## config.mk

```make
export PLATFORM = sky130hd
export DESIGN_NAME = spi16_master
export DESIGN_NICKNAME = d
export VERILOG_FILES = /design/src/rtl/spi16_master.sv
export SDC_FILE = /design/constraint.sdc
export NUM_CORES = 1
export LEC_CHECK = 0
export BUFFER_PORTS_ARGS = -buffer_cell sky130_fd_sc_hd__buf_2
export CORE_MARGIN = 2
export CORE_UTILIZATION = 39
export DETAILED_ROUTE_END_ITERATION = 6
export SETUP_SLACK_MARGIN = 0.2
export SKIP_CTS_REPAIR_TIMING = 1
export SYNTH_ARGS = -nofsm -noshare
export SYNTH_HDL_FRONTEND = slang
export SYNTH_SLANG_ARGS = --single-unit
```

## constraint.sdc

```tcl
create_clock -name clk -period 2.59 [get_ports clk]
set_input_delay 0.259 -clock clk [delete_from_list [all_inputs] [get_ports clk]]
set_output_delay 0.259 -clock clk [all_outputs]
set_load 0.01 [all_outputs]
```

## src/rtl/spi16_master.sv

```systemverilog
// SPI mode 0 master, one 16-bit MSB-first frame per accepted start.
// Chip-select setup, hold and inter-frame gap are parameterised in clk cycles.
//
// Handshake: start is a level request sampled only in IDLE; the frame is
// accepted at the first rising clk edge where state is IDLE and start=1.
// start is ignored (not queued) in every other state. done is a one-cycle
// pulse coinciding with nSS rising and dout being loaded.
module spi16_master #(
  parameter int unsigned CLK_DIV  = 2,
  parameter int unsigned CS_SETUP = 2,
  parameter int unsigned CS_HOLD  = 2,
  parameter int unsigned CS_GAP   = 2
) (
  input  logic        clk,
  input  logic        res_n,
  input  logic        start,
  input  logic [15:0] din,
  output logic [15:0] dout,
  output logic        busy,
  output logic        done,
  output logic        nSS,
  output logic        SCLK,
  output logic        MOSI,
  input  logic        MISO,
  output logic [2:0]  dbg_state
);

  typedef enum logic [2:0] {
    ST_IDLE  = 3'd0,
    ST_SETUP = 3'd1,
    ST_SHIFT = 3'd2,
    ST_HOLD  = 3'd3,
    ST_GAP   = 3'd4
  } state_t;

  // Terminal counts: every timed interval counts 0..N-1 in the phase counter.
  localparam logic [7:0] DIV_LAST   = 8'(CLK_DIV - 1);
  localparam logic [7:0] SETUP_LAST = 8'(CS_SETUP - 1);
  localparam logic [7:0] HOLD_LAST  = 8'(CS_HOLD - 1);
  localparam logic [7:0] GAP_LAST   = 8'(CS_GAP - 1);

  state_t      state_q, state_d;
  logic [7:0]  phase_q, phase_d;
  logic [4:0]  bit_q, bit_d;
  logic [15:0] tx_q, tx_d;
  logic [15:0] rx_q, rx_d;
  logic [15:0] dout_q, dout_d;
  logic        sclk_q, sclk_d;
  logic        nss_q, nss_d;
  logic        busy_q, busy_d;
  logic        done_q, done_d;

  // State and datapath registers; reset aborts any frame immediately.
  always_ff @(posedge clk or negedge res_n) begin
    if (!res_n) begin
      state_q <= ST_IDLE;
      phase_q <= 8'd0;
      bit_q   <= 5'd0;
      tx_q    <= 16'h0000;
      rx_q    <= 16'h0000;
      dout_q  <= 16'h0000;
      sclk_q  <= 1'b0;
      nss_q   <= 1'b1;
      busy_q  <= 1'b0;
      done_q  <= 1'b0;
    end else begin
      state_q <= state_d;
      phase_q <= phase_d;
      bit_q   <= bit_d;
      tx_q    <= tx_d;
      rx_q    <= rx_d;
      dout_q  <= dout_d;
      sclk_q  <= sclk_d;
      nss_q   <= nss_d;
      busy_q  <= busy_d;
      done_q  <= done_d;
    end
  end

  // Next-state and next-output logic for the frame sequencer.
  always_comb begin
    state_d = state_q;
    phase_d = phase_q;
    bit_d   = bit_q;
    tx_d    = tx_q;
    rx_d    = rx_q;
    dout_d  = dout_q;
    sclk_d  = sclk_q;
    nss_d   = nss_q;
    busy_d  = busy_q;
    done_d  = 1'b0;

    case (state_q)
      ST_IDLE: begin
        if (start) begin
          tx_d    = din;
          rx_d    = 16'h0000;
          nss_d   = 1'b0;
          busy_d  = 1'b1;
          phase_d = 8'd0;
          bit_d   = 5'd0;
          state_d = ST_SETUP;
        end
      end

      ST_SETUP: begin
        if (phase_q == SETUP_LAST) begin
          phase_d = 8'd0;
          state_d = ST_SHIFT;
        end else begin
          phase_d = phase_q + 8'd1;
        end
      end

      ST_SHIFT: begin
        if (phase_q == DIV_LAST) begin
          phase_d = 8'd0;
          if (!sclk_q) begin
            // End of low phase: raise SCLK and capture MISO at the same edge.
            sclk_d = 1'b1;
            rx_d   = {rx_q[14:0], MISO};
          end else begin
            // End of high phase: drop SCLK; MOSI advances except after bit 16.
            sclk_d = 1'b0;
            if (bit_q == 5'd15) begin
              bit_d   = 5'd16;
              state_d = ST_HOLD;
            end else begin
              bit_d = bit_q + 5'd1;
              tx_d  = {tx_q[14:0], 1'b0};
            end
          end
        end else begin
          phase_d = phase_q + 8'd1;
        end
      end

      ST_HOLD: begin
        if (phase_q == HOLD_LAST) begin
          phase_d = 8'd0;
          nss_d   = 1'b1;
          done_d  = 1'b1;
          dout_d  = rx_q;
          state_d = ST_GAP;
        end else begin
          phase_d = phase_q + 8'd1;
        end
      end

      ST_GAP: begin
        if (phase_q == GAP_LAST) begin
          phase_d = 8'd0;
          busy_d  = 1'b0;
          state_d = ST_IDLE;
        end else begin
          phase_d = phase_q + 8'd1;
        end
      end

      default: begin
        state_d = ST_IDLE;
      end
    endcase
  end

  // All outputs come straight from flops; MOSI is the tx register MSB.
  assign dout      = dout_q;
  assign busy      = busy_q;
  assign done      = done_q;
  assign nSS       = nss_q;
  assign SCLK      = sclk_q;
  assign MOSI      = tx_q[15];
  assign dbg_state = state_q;

endmodule

```

; ---- Yosys cells after proc, flatten, opt, wreduce, memory -nomap -nowiden
; Cells that the tools add are included.
[op_classes]
add_sub_neg = 2
reduce_logical = 15
n_eq_ne = 15
n_mux = 34
[ops]
columns = cell, count
row1 = 16-bit 2-to-1 mux, 7
row2 = 16-bit case mux with 2 select lines, 2
row3 = 3-bit 2-to-1 mux, 7
row4 = 5-bit 2-to-1 mux, 4
row5 = "2-bit inequality test, second input constant", 9
row6 = 8-bit 2-to-1 mux, 2
row7 = 8-bit case mux with 2 select lines, 1
row8 = 3-bit case mux with 5 select lines, 1
row9 = 5-bit case mux with 2 select lines, 1
row10 = "8-bit by 1-bit adder with 8-bit output, second input constant", 1
row11 = "8-bit by 1-bit equality test with 1-bit output, second input constant", 1
row12 = 4-bit AND reduction, 2
row13 = 2-bit nonzero test, 4
row14 = 1-bit 2-to-1 mux, 7
row15 = 7-bit AND reduction, 1
row16 = "3-bit by 2-bit equality test with 1-bit output, second input constant", 2
row17 = 2-bit AND reduction, 3
row18 = 3-bit AND reduction, 2
row19 = "5-bit by 1-bit adder with 5-bit output, second input constant", 1
row20 = "5-bit by 4-bit equality test with 1-bit output, second input constant", 1
row21 = 5-bit AND reduction, 1
row22 = 1-bit case mux with 2 select lines, 2
row23 = 4-bit OR reduction, 1
row24 = "3-bit by 1-bit equality test with 1-bit output, second input constant", 1
row25 = 2 further kinds, 2
[totals]
reg_bits = 68
out_inout_bits = 24

; ---- Longest topological paths before layout
[depth]
ltp_word = 5
ltp_mapped = 9
depth_no_buf = 7

; ---- Worst setup path after synthesis
; OpenSTA, ideal clock, no wires.
[synth_path]
path_type = reg-to-reg
start = register bit_q[0]
end = register tx_q[10]
synth_period_minus_slack_ns = 1.973
slack_ns = 0.617
path_buffers = 2
arrival_ns = 1.848
path_stages_with_launch = 10
path_cell_list = dfrtp_1 -> ha_1 -> and3_1 -> ha_1 -> inv_1 -> nand3_1 -> a21o_1 -> buf_6 -> buf_12 -> mux2_4
[synth_between]
elab_chain_len = 3
[synth_lines]
columns = item, line
row1 = "start, declared", 44  ; logic [4:0] bit_q, bit_d;
row2 = "start signal, assigned", 69  ; bit_q <= bit_d;
row3 = 5-bit by 4-bit equality test with 1-bit output, 125  ; if (bit_q == 5'd15) begin
row4 = 2-bit inequality test (no source line), -
row5 = 5-bit AND reduction (no source line), -
row6 = "end signal, assigned", 70  ; tx_q <= tx_d;
row7 = "end, declared", 45  ; logic [15:0] tx_q, tx_d;
; Every way passes these cells.
; A chain may end at the register's enable or synchronous reset.

; ---- Worst setup path after layout
; Same ends and word-level chain as after synthesis.

==> impl_metrics.yaml <==
run_status:
  status: "finished, final reports clean"
floorplan:
  chipWidth_um: 95.6
  dieArea_um2: 9150
  start_util_pct: 40.1
  ios: 44
  fp.dieH_um: 95.6
  coreArea_um2: 8180
  row_count: 33
timing:
  rsz0062_at_grt: "false"
  period_needed_ns: 2.09
  fin_crit_sh_pct: 80.7
  max_freq_ghz: 0.478
  setup_viol_count_final: 0
  report.final.slew_viol_count: 0
  worst_pin_slew_ns: 0.696
  tns_ns: 0
  holdWs_ns: 0.126
  slew_headroom_pct: 53.6
  finClkSkew_ns: 0.0114
  hold_viol_final: 0
grt:
  first_global_vias: 2158
  grt.total_usage_pct: 14.6
  antenna_found_initial: 0
  grt_max_degree: 33
  gr-total-overflow: 0
  grt_pass1_wl_um: 10200
clock_tree:
  clkSinkCount: 68
  clockBufferDepth: 2
  cts_made_buffers: 9
  htree_levels: 3
  worstSkewPairLatency_ns: 0.34
  path_clk_slew_ns: 0.07
  cts_root_buf: "clkbuf_8"
  cts_tree: "yes"
finish:
  antennaDiodeCount: 0
  fill_cells: 762
  layoutNonFillerInstCount: 434
  area_growth_pct: 13.9
  fin_util_pct: 45.7
  nNetsFinal: 348
  drive_gt1_share_pct: 37.4
detailed_routing:
  vias: 2174
  avgRoutedWirePerCell_um: 14.0
  drc_errors: 0
  drtPass1Iterations: 4
  antenna_left: 0
  wirelength_um: 6060
  drt-initial-drc-count: 81
  routed_via_density: 5.01
logic_synthesis:
  synth_top_area_share_pct: 51.2
  synth_area_leaders: "dfrtp_1 (51%), mux2_2 (11%), mux2_4 (7.8%)"
  synth_xor_area_share_pct: 1.87
  ys.flop_type: "dfrtp_1"
  seq_area_frac_synth_pct: 52.0
  syn_nets: 302
  synthSimpleGateAreaFrac_pct: 13.4
  synth_async_sr_flop_share_pct: 100
  netlist_area_um2: 3280
  synthMuxAreaShare_pct: 19.4
  synth-compound-area-share_pct: 7.56
  netlist-cell-type-count: 48
  synthesis.yosys.warnings: 0
  synth.largest_area_cell: "dfrtp_1"
  synth_edf_count: 0
  syn_inst: 278
  synth_top_family_by_area: "multiplexers"
  synth-seq-cells: 68
  synth-adder-area-share_pct: 1.53
  avgSynthCellArea_um2: 11.8
setup_path:
  reg2reg_slack_ns: 0.50
  path_class: "reg -> reg"
  cp_max_fo: 16
  critPathRequiredTime_ns: 2.81
  worstPathArrival_ns: 2.31
  r2r-start: "bit_q[0]"
  crit_start: "bit_q[0]"
  cp-end-kind: "flip-flop"
  critPathLaunchType: "flip-flop"
power:
  power_frac_seq_pct: 56.6
  cellInternalPower_w: 0.00146
  swShare_pct: 24.1
  power_density_nw_per_um2: 516
  peakVddDrop_mv: 0.334
  design_power_total_w: 0.00193
  p_comb_share_pct: 4.3
  power.leakage_nw: 1.78
  switchingPower_w: 0.000464
  power_frac_clock_pct: 39.2
hold_path:
  hp-start: "MISO"
  hold_path.class: "in -> reg"
place:
  dp_hpwl_um: 4080
  gp_congestion: 0.751
  io_buffers: 43
  dpl.cell_count: 417
job:
  cap_violations: 0
[state kept, by name, indices dropped and copies added, names as in the netlist]
name       flops
busy           1
dout          16
done           1
rx_q          16
phase_q        8
bit_q          5
nSS            1
tx_q          16
dbg_state      3
SCLK           1
[power by group through the flow]
stage / registers, W / logic, W / clock network [W]
global placement: 0.00111 / 0.0000821 / 0
floorplan: 0.00111 / 0.0000269 / 0
CTS: 0.00109 / 0.0000841 / 0.000788
detailed placement: 0.00111 / 0.0000839 / 0
finish: 0.00109 / 0.0000819 / 0.000755
global route: 0.00109 / 0.0000946 / 0.000839
[layer usage]
layer	part of all wire (%)	wire length [um]	GRT usage, %	vias up
li1	-	-	-	1064
met3	4.6	280	5.85	2
met5	0	0	0	-
met2	49	2970	22.9	45
met4	0.41	25	3.93	0
met1	46	2770	18.8	1063
[cells in the final DEF (no fill, tap or decap), types with 2 or more instances in the layout]
cell type   instances
or4_1               3
nor3_1              2
nand3_1             9
mux2_4             17
inv_1               6
nand3b_1            2
buf_2              43
buf_4               6
a21oi_1             7
ha_1                4
nand4_1             2
nand2_1            41
nor2_1             11
o31ai_1             3
dfrtp_1            67
xor2_1              6
mux2i_1             2
clkbuf_8            9
o21ai_0            21
and3_1              3
a211oi_1            2
mux2_2             32
clkinv_2            2
clkinvlp_4          3
[cell families after synthesis]
group                      count (synthesis)
buffers and inverters                     21
muxes                                     51
DFF                                       68
adders and majority gates                  4
AOI/OAI and AO/OA                         42
xor gates and xnor gates                   7
and+or+nand+nor                           85
[synthesized netlist by cell type (2+ instances only)]
cell type,number
o31ai_1,3
a21oi_1,7
nand3b_1,2
clkbuf_1,4
nand2_1,41
inv_1,6
nor3_1,2
mux2i_1,2
or4_1,3
o21ai_0,21
buf_2,5
and3_1,3
nor2_1,11
nand3_1,9
mux2_4,17
ha_1,4
xor2_1,6
dfrtp_1,67
buf_6,3
nand4_1,2
mux2_2,32
a211oi_1,2
[critical path: stages, from the launching register on]
cell and delay [ns]:
dfrtp_1 0.41, ha_1 0.24, and3_1 0.19, ha_1 0.22, inv_1 0.09, nand3_1 0.07, a21o_2 0.40, mux2_4 0.36
[cell type report]
type,count,area (um^2),area share (%)
repair buffers,50,270,7.24
inverters,6,22.5,0.603
clock buffers,10,128,3.42
multi-input cells,189,1440,38.5
clock inverters,6,41.3,1.11
flip-flops and latches,68,1700,45.6
well taps,105,131,3.52
[per-stage QoR]
step | setup WS, ns | instance area [um^2]
2_1_floorplan | 0.617 | 3280
4_1_cts | 0.300 | 3720
6_report | 0.500 | 3730
5_1_grt | 0.400 | 3730
3_3_place_gp | 0.370 | 3550
3_5_place_dp | 0.316 | 3550
[final timing paths]
path / cells after the start / to
worst max-delay path: 7 / tx_q[10]
worst min-delay path: 3 / rx_q[0]
worst max register to register: 7 / tx_q[10]
worst min register to register: 1 / dout[3]
max in group asynchronous: 3 / tx_q[9]
min in group asynchronous: 2 / phase_q[7]
Note: power is estimated with default switching activity, not from simulation.
